==> config.mk <==
export PLATFORM = sky130hd
export DESIGN_NAME = sp_ram_bank_arb
export DESIGN_NICKNAME = d
export VERILOG_FILES = /design/src/rtl/sp_ram_bank_arb.sv
export SDC_FILE = /design/constraint.sdc
export NUM_CORES = 1
export LEC_CHECK = 0
export ABC_AREA = 1
export CORE_AREA = 2 2 101 103
export DETAILED_ROUTE_END_ITERATION = 7
export DIE_AREA = 0 0 103 105
export PLACE_DENSITY_LB_ADDON = 0.08
export RECOVER_POWER = 100
export SYNTH_ARGS = -nofsm -noshare
export SYNTH_HDL_FRONTEND = slang
export SYNTH_SLANG_ARGS = --single-unit
==> constraint.sdc <==
create_clock -name clk_i -period 1.53 [get_ports clk_i]
set_input_delay 0.306 -clock clk_i [delete_from_list [all_inputs] [get_ports clk_i]]
set_output_delay 0.306 -clock clk_i [all_outputs]
set_load 0.01 [all_outputs]
==> src/rtl/sp_ram_bank_arb.sv <==
// Two-master round-robin front end for the single-port SRAM bank: combinational grant,
// one-cycle registered response routing, out-of-range accesses completed without the macro.

module sp_ram_bank_arb_resp #(
  parameter int DATA_WIDTH = 32
) (
  input  logic                  own_i,
  input  logic                  rd_i,
  input  logic [DATA_WIDTH-1:0] mem_rdata_i,
  output logic                  rvalid_o,
  output logic [DATA_WIDTH-1:0] rdata_o
);
  assign rvalid_o = own_i;
  assign rdata_o  = (own_i && rd_i) ? mem_rdata_i : '0;
endmodule

module sp_ram_bank_arb #(
  parameter int ADDR_WIDTH = 16,
  parameter int DATA_WIDTH = 32,
  parameter int BANK_WORDS = 16384
) (
  input  logic                    clk_i,
  input  logic                    rstn_i,
  input  logic                    a_req_i,
  output logic                    a_gnt_o,
  input  logic [ADDR_WIDTH-1:0]   a_addr_i,
  input  logic                    a_we_i,
  input  logic [DATA_WIDTH/8-1:0] a_be_i,
  input  logic [DATA_WIDTH-1:0]   a_wdata_i,
  output logic                    a_rvalid_o,
  output logic [DATA_WIDTH-1:0]   a_rdata_o,
  input  logic                    b_req_i,
  output logic                    b_gnt_o,
  input  logic [ADDR_WIDTH-1:0]   b_addr_i,
  input  logic                    b_we_i,
  input  logic [DATA_WIDTH/8-1:0] b_be_i,
  input  logic [DATA_WIDTH-1:0]   b_wdata_i,
  output logic                    b_rvalid_o,
  output logic [DATA_WIDTH-1:0]   b_rdata_o,
  output logic                    mem_en_o,
  output logic [ADDR_WIDTH-1:0]   mem_addr_o,
  output logic                    mem_we_o,
  output logic [DATA_WIDTH/8-1:0] mem_be_o,
  output logic [DATA_WIDTH-1:0]   mem_wdata_o,
  input  logic [DATA_WIDTH-1:0]   mem_rdata_i
);
  localparam int          NP     = 2;
  localparam int          BEW    = DATA_WIDTH / 8;
  localparam logic [31:0] WORDS_U = BANK_WORDS;

  typedef struct packed {
    logic [ADDR_WIDTH-1:0] addr;
    logic                  we;
    logic [BEW-1:0]        be;
    logic [DATA_WIDTH-1:0] wdata;
  } req_t;

  req_t [NP-1:0]                 req_pl;
  req_t                          sel;
  logic [NP-1:0]                 req, gnt, resp_own, rvalid;
  logic [NP-1:0][DATA_WIDTH-1:0] rdata;
  logic [31:0]                   widx;
  logic                          in_range;
  logic                          rr_last_q;  // 1 = B was granted last
  logic                          resp_vld_q, resp_port_q, resp_rd_q;

  assign req       = {b_req_i, a_req_i};
  assign req_pl[0] = '{addr: a_addr_i, we: a_we_i, be: a_be_i, wdata: a_wdata_i};
  assign req_pl[1] = '{addr: b_addr_i, we: b_we_i, be: b_be_i, wdata: b_wdata_i};

  always_comb begin
    gnt = '0;
    if (rstn_i) begin
      if (req[0] && (!req[1] || rr_last_q)) gnt[0] = 1'b1;
      else if (req[1])                      gnt[1] = 1'b1;
    end
  end

  // Payload defaults to port A whenever B is not the winner.
  assign sel      = gnt[1] ? req_pl[1] : req_pl[0];
  assign widx     = 32'(sel.addr[ADDR_WIDTH-1:2]);
  assign in_range = widx < WORDS_U;

  assign a_gnt_o     = gnt[0];
  assign b_gnt_o     = gnt[1];
  assign mem_en_o    = (|gnt) && in_range;
  assign mem_addr_o  = sel.addr;
  assign mem_we_o    = sel.we;
  assign mem_be_o    = sel.be;
  assign mem_wdata_o = sel.wdata;

  always_ff @(posedge clk_i or negedge rstn_i) begin
    if (!rstn_i) begin
      resp_vld_q  <= 1'b0;
      resp_port_q <= 1'b0;
      resp_rd_q   <= 1'b0;
      rr_last_q   <= 1'b1;
    end else begin
      resp_vld_q <= |gnt;
      if (|gnt) begin
        resp_port_q <= gnt[1];
        resp_rd_q   <= in_range && !sel.we;
        rr_last_q   <= gnt[1];
      end
    end
  end

  assign resp_own = resp_vld_q ? {resp_port_q, !resp_port_q} : '0;

  for (genvar i = 0; i < NP; i++) begin : g_resp
    sp_ram_bank_arb_resp #(.DATA_WIDTH(DATA_WIDTH)) u_resp (
      .own_i       (resp_own[i]),
      .rd_i        (resp_rd_q),
      .mem_rdata_i (mem_rdata_i),
      .rvalid_o    (rvalid[i]),
      .rdata_o     (rdata[i])
    );
  end

  assign a_rvalid_o = rvalid[0];
  assign a_rdata_o  = rdata[0];
  assign b_rvalid_o = rvalid[1];
  assign b_rdata_o  = rdata[1];
endmodule

Word level (Yosys, flattened, before mapping)
Index checks and enable logic that the tools add are counted.
{ "classes": {"addsub": 0, "mul": 0, "div_mod_pow": 0, "order_cmp": 1, "eq_ne": 0, "shift": 0, "muxes": 8, "bitwise": 0, "n_reduce_logical": 10} }
{ "ops": {"columns": ["operator", "n"], "rows": [
  ["2-to-1 mux 32 bit", 2],
  ["2-to-1 mux 53 bit", 1],
  ["less-than comparator 14 x 15 -> 1 bit (second input constant)", 1],
  ["logical AND 1 bit", 5],
  ["2-to-1 mux 2 bit", 2],
  ["logical NOT 1 bit", 3],
  ["2-to-1 mux 1 bit", 3],
  ["OR reduction 2 bit", 1],
  ["logical OR 1 bit", 1]
]} }
{ "totals": {"regBits": 4, "latchBits": 0, "ram_bits": 0, "mem_bits_ro": 0, "inputBits": 142, "out_inout_bits": 122, "wordCells": 23, "n_memories": 0} }

Longest topological paths before layout
{ "depth": {"ltp_word": 8, "depth_mapped": 8, "mapped_depth_nobuf": 7} }

Cells and area by module
From an unflattened synthesis, not the netlist that was laid out.
{ "hier_totals": {"cells_unflattened": 333, "area_unflattened_um2": 1702.9} }
{ "modules_own_cells": {"columns": ["mod", "n_inst", "cells_each", "area_each_um2", "seq_area_each_um2"], "rows": [
  ["sp_ram_bank_arb", 1, 195, 947.2, 101.3],
  ["sp_ram_bank_arb_resp", 2, 69, 377.9, 0.0]
]} }

Least setup slack after synthesis
No wires, ideal clock.
{ "synth_path": {"path_type": "register to output", "start": "register rr_last_q", "end": "output mem_wdata_o[13]", "arrival_ps": 1145, "t_required_ps": 1224, "slack_ps": 79, "path_stages_with_launch": 9, "path_buffers": 2, "cell_sequence": "dfstp_2 -> inv_1 -> nand2_2 -> nand2_2 -> nand2_4 -> buf_6 -> buf_8 -> nand2_2 -> nand2_1"} }
{ "synth_between": {"elab_chain_cells": 5} }
{ "synth_lines": {"columns": ["element", "line", "rtl"], "rows": [
  ["start, declared", "64", "logic rr_last_q;"],
  ["start signal, assigned", "103", "rr_last_q <= gnt[1];"],
  ["logical OR 1 bit", "74", "if (req[0] && (!req[1] || rr_last_q)) gnt[0] = 1'b1;"],
  ["logical AND 1 bit", "74", null],
  ["2-to-1 mux 1 bit", "74", null],
  ["2-to-1 mux 2 bit", "73", "if (rstn_i) begin"],
  ["2-to-1 mux 53 bit", "80", "assign sel = gnt[1] ? req_pl[1] : req_pl[0];"],
  ["end, declared", "44", "output logic [DATA_WIDTH-1:0] mem_wdata_o,"]
]} }
Every way passes these cells.

Worst setup path after layout
{ "layout_path": {"start": "register rr_last_q", "end": "output mem_addr_o[7]"} }
{ "layout_between": {"elab_chain_cells": 5} }
{ "layout_lines": {"columns": ["element", "line", "rtl"], "rows": [
  ["logical OR 1 bit", "74", null],
  ["logical AND 1 bit", "74", null],
  ["2-to-1 mux 1 bit", "74", null],
  ["2-to-1 mux 2 bit", "73", null],
  ["2-to-1 mux 53 bit", "80", null],
  ["end, declared", "41", "output logic [ADDR_WIDTH-1:0] mem_addr_o,"]
]} }
Every way passes these cells.

==> results.yml <==
final_layout:
  syn_to_final_growth_pct: 291
  antennaDiodeCount: 0
  fillCellCount: 954
  multi_input_area_mm2: 0.00157
  final_net_count: 747
  layout-drive-gt1-share_pct: 50.7
  register_area_um2: 101
  stdcell_count: 737
  final_util_pct: 54.5
worst_setup_path:
  critPathTopFamily: "flip-flops"
  cp_cell_sequence: "inv_2 -> nand2_2 -> nand2_4 -> nand2_8 -> buf_12 -> clkbuf_16 -> nand2_2 -> nand2_1 -> buf_2"
  endpoint: "mem_addr_o[7]"
  cp_slowest_cell: "dfstp_2"
  timing.rr.start: "rr_last_q$_DFFE_PN1P_"
  rrSetupSlack_ps: 170
  worst-path-stages: 9
  cp_max_fo: 6
  path_class: "register to output pin"
  reg2reg_depth: 9
  max_stage_delay_ps: 510
  cp.arrival_ps: 1540
  rr_endpoint: "resp_rd_q$_DFFE_PN0P_"
  worst_path_most_repeated_cell: "nand2_2"
  crit_required_ps: 1220
  cp-startpoint: "rr_last_q$_DFFE_PN1P_"
  start_kind: "register"
  timing.critical_path.buf_inv: 4
  cp-end-kind: "output pin"
logic_synthesis:
  synth-compound-area-share_pct: 0.373
  ys_warn_count: 0
  synth_mux_area_share_pct: 0
  synth_area_mm2: 0.00134
  syn_inst: 299
  syn_nets: 441
  synth_seq_cells: 4
  synth_top_area_share_pct: 43.6
  synth-simple-area-share_pct: 69.8
  yosysTopAreaCell: "nand2_1"
  syn_area_per_cell_um2: 4.49
  ys_types: 15
  synth_area_leaders: "nand2_1 (44%), nor2_1 (18%), inv_1 (10%)"
  synth_top_family_by_area: "simple AND/OR/NAND/NOR gates"
  synthAdderAreaFrac_pct: 0
  ys_seq_area_share_pct: 7.55
  synth_xor_area_share_pct: 0
run:
  timing.max_cap.violations: 0
timing:
  fin_ws_ps: -320
  fin_crit_sh_pct: 121
  slew-limit-headroom_pct: 82.7
  rsz0062_at_grt: "true"
  hold_violations: 0
  fin_crit_ps: 1850
  slew_violations: 0
  fmax_mhz: 541
  finalSetupViolCount: 116
  skew_ps: 2.07
  worst_slew_pin_slew_ps: 260
floorplan:
  dieArea_mm2: 0.0108
  rows: 36
  initial_utilization_pct: 13.9
  dieWidth_um: 103
  ios: 264
  core_area_mm2: 0.00964
  die_h_um: 105
detailed_routing:
  via_count: 2919
  drtPass1Iterations: 4
  drt-wirelength-per-cell_um: 14.0
  ant_nets: 0
  drt_iter0_markers: 58
  drc: 0
  avgViaCountPerCell: 3.96
  drt_wl_total_mm: 10.3
cts:
  cts_root_buffer: "clkbuf_8"
  clock_latency_ps: 220
  cts.reportedPaths.clkPinSlew_ps: 30
  cts_tree: "built"
  clkSinkCount: 4
  numCtsBuffers: 3
  cts_buffer_depth: 2
  cts_hold_buf: 0
  htree_levels: 1
worst_hold_path:
  hold_class: "input pin to async pin"
power:
  leakage_nw: 2.62
  vdd_drop_max_mv: 0.235
  powerDensity_mw_per_mm2: 385
global_route:
  overflow: 0
  grt_max_degree: 20
  grt_use_total_pct: 15.2
  grt_pass1_wl_mm: 12.9
  antenna_found_initial: 0
  grt_pass1_vias: 2693
place:
  dp.cells: 698
  globalplace.congestion: 0.743
  hpwl_mm: 7.17
  numPortBuffers: 263
status:
  outcome: "finished, violations left"
  violations: "negative setup slack"
==> state kept, by name, indices dropped and copies added, names as in the netlist <==
signal       cells
resp_rd_q        1
resp_vld_q       1
rr_last_q        1
resp_port_q      1
==> worst min path at each step <==
stage | to
floorplan | resp_port_q$_DFFE_PN0P_
global placement | rr_last_q$_DFFE_PN1P_
detailed placement | rr_last_q$_DFFE_PN1P_
CTS | resp_rd_q$_DFFE_PN0P_
global route | resp_vld_q$_DFF_PN0_
finish | resp_rd_q$_DFFE_PN0P_
==> cells in the mapped netlist <==
cell     count
nand2_4      1
buf_2        6
inv_1       37
nand2_2     13
o21ai_0      1
buf_8        1
buf_6        8
dfrtp_1      3
inv_4        1
inv_2        1
nand2_1    156
dfstp_2      1
buf_4        2
nor2_1      65
nand3_1      3
==> what timing repair did <==
action	in CTS	in global routing
cloned	7	5
resized for setup	598	186
setup endpoints to repair	122	121
pin swaps	11	39
buffers inserted	22	4
==> logic make-up after synthesis <==
logic type | count (synthesis)
flip-flops | 4
AND/OR/NAND/NOR | 238
buffers and inverters | 56
AO/OA/AOI/OAI | 1
==> layer usage <==
layer	up-vias	routed length [µm]	global-route usage (%)
met5	-	0	0
met4	0	107	2.26
met3	10	1150	5.62
met2	162	5880	32.7
met1	1284	3150	12.6
li1	1463	-	-
==> report_power, final <==
part           internal (mW)  switching, mW  leakage (nW)
sequential             0.126         0.0160        0.0474
clock                  0.178         0.0586        0.0228
combinational          0.944          0.698          2.55
total                   1.25          0.773          2.62
==> worst register-to-register path: stages (launching register included) <==
cell	delay, ps
dfstp_2	510
inv_2	40
nand2_2	70
nand2_4	70
nand2_8	100
buf_12	160
nand2_4	60
buf_4	130
nand3_1	60
nand2_1	50
==> layout by cell type, fill, tap and decap left out, types with 2 or more instances in the layout <==
master,netlist,final
clkbuf_2,0,2
clkbuf_16,0,4
dfrtp_1,3,3
buf_12,0,9
clkbuf_8,0,3
buf_4,2,11
clkdlybuf4s50_1,0,138
nand2_1,156,105
dlygate4sd2_1,0,3
nand2_4,1,24
buf_6,8,85
inv_1,37,34
nand3_1,3,3
nor2_4,0,45
clkbuf_1,0,3
buf_16,0,6
nor2_1,65,8
buf_2,6,56
nor2_2,0,12
buf_8,1,2
inv_2,1,4
nand2_2,13,40
==> metrics by stage <==
stage	setup TNS (ps)	worst slack (ps)	instance area (µm²)	hold WS [ps]	power [mW]
after floorplan	0	78.7	1340	10.4	0.554
after global placement	-56810	-789	4190	518	1.41
after detailed placement	-58750	-816	4190	521	1.41
after CTS	-21320	-359	4400	171	1.76
after global routing	-30280	-391	5250	249	2.15
final	-22020	-320	5250	188	2.02
==> cell type report <==
type	count	share of cell area, %
Multi-Input combinational cell	239	29.8
Tap cell	133	3.17
Inverter	39	2.93
Timing Repair Buffer	318	61.3
Sequential cell	4	1.93
Clock buffer	4	0.857
(Power assumes the default switching activity.)
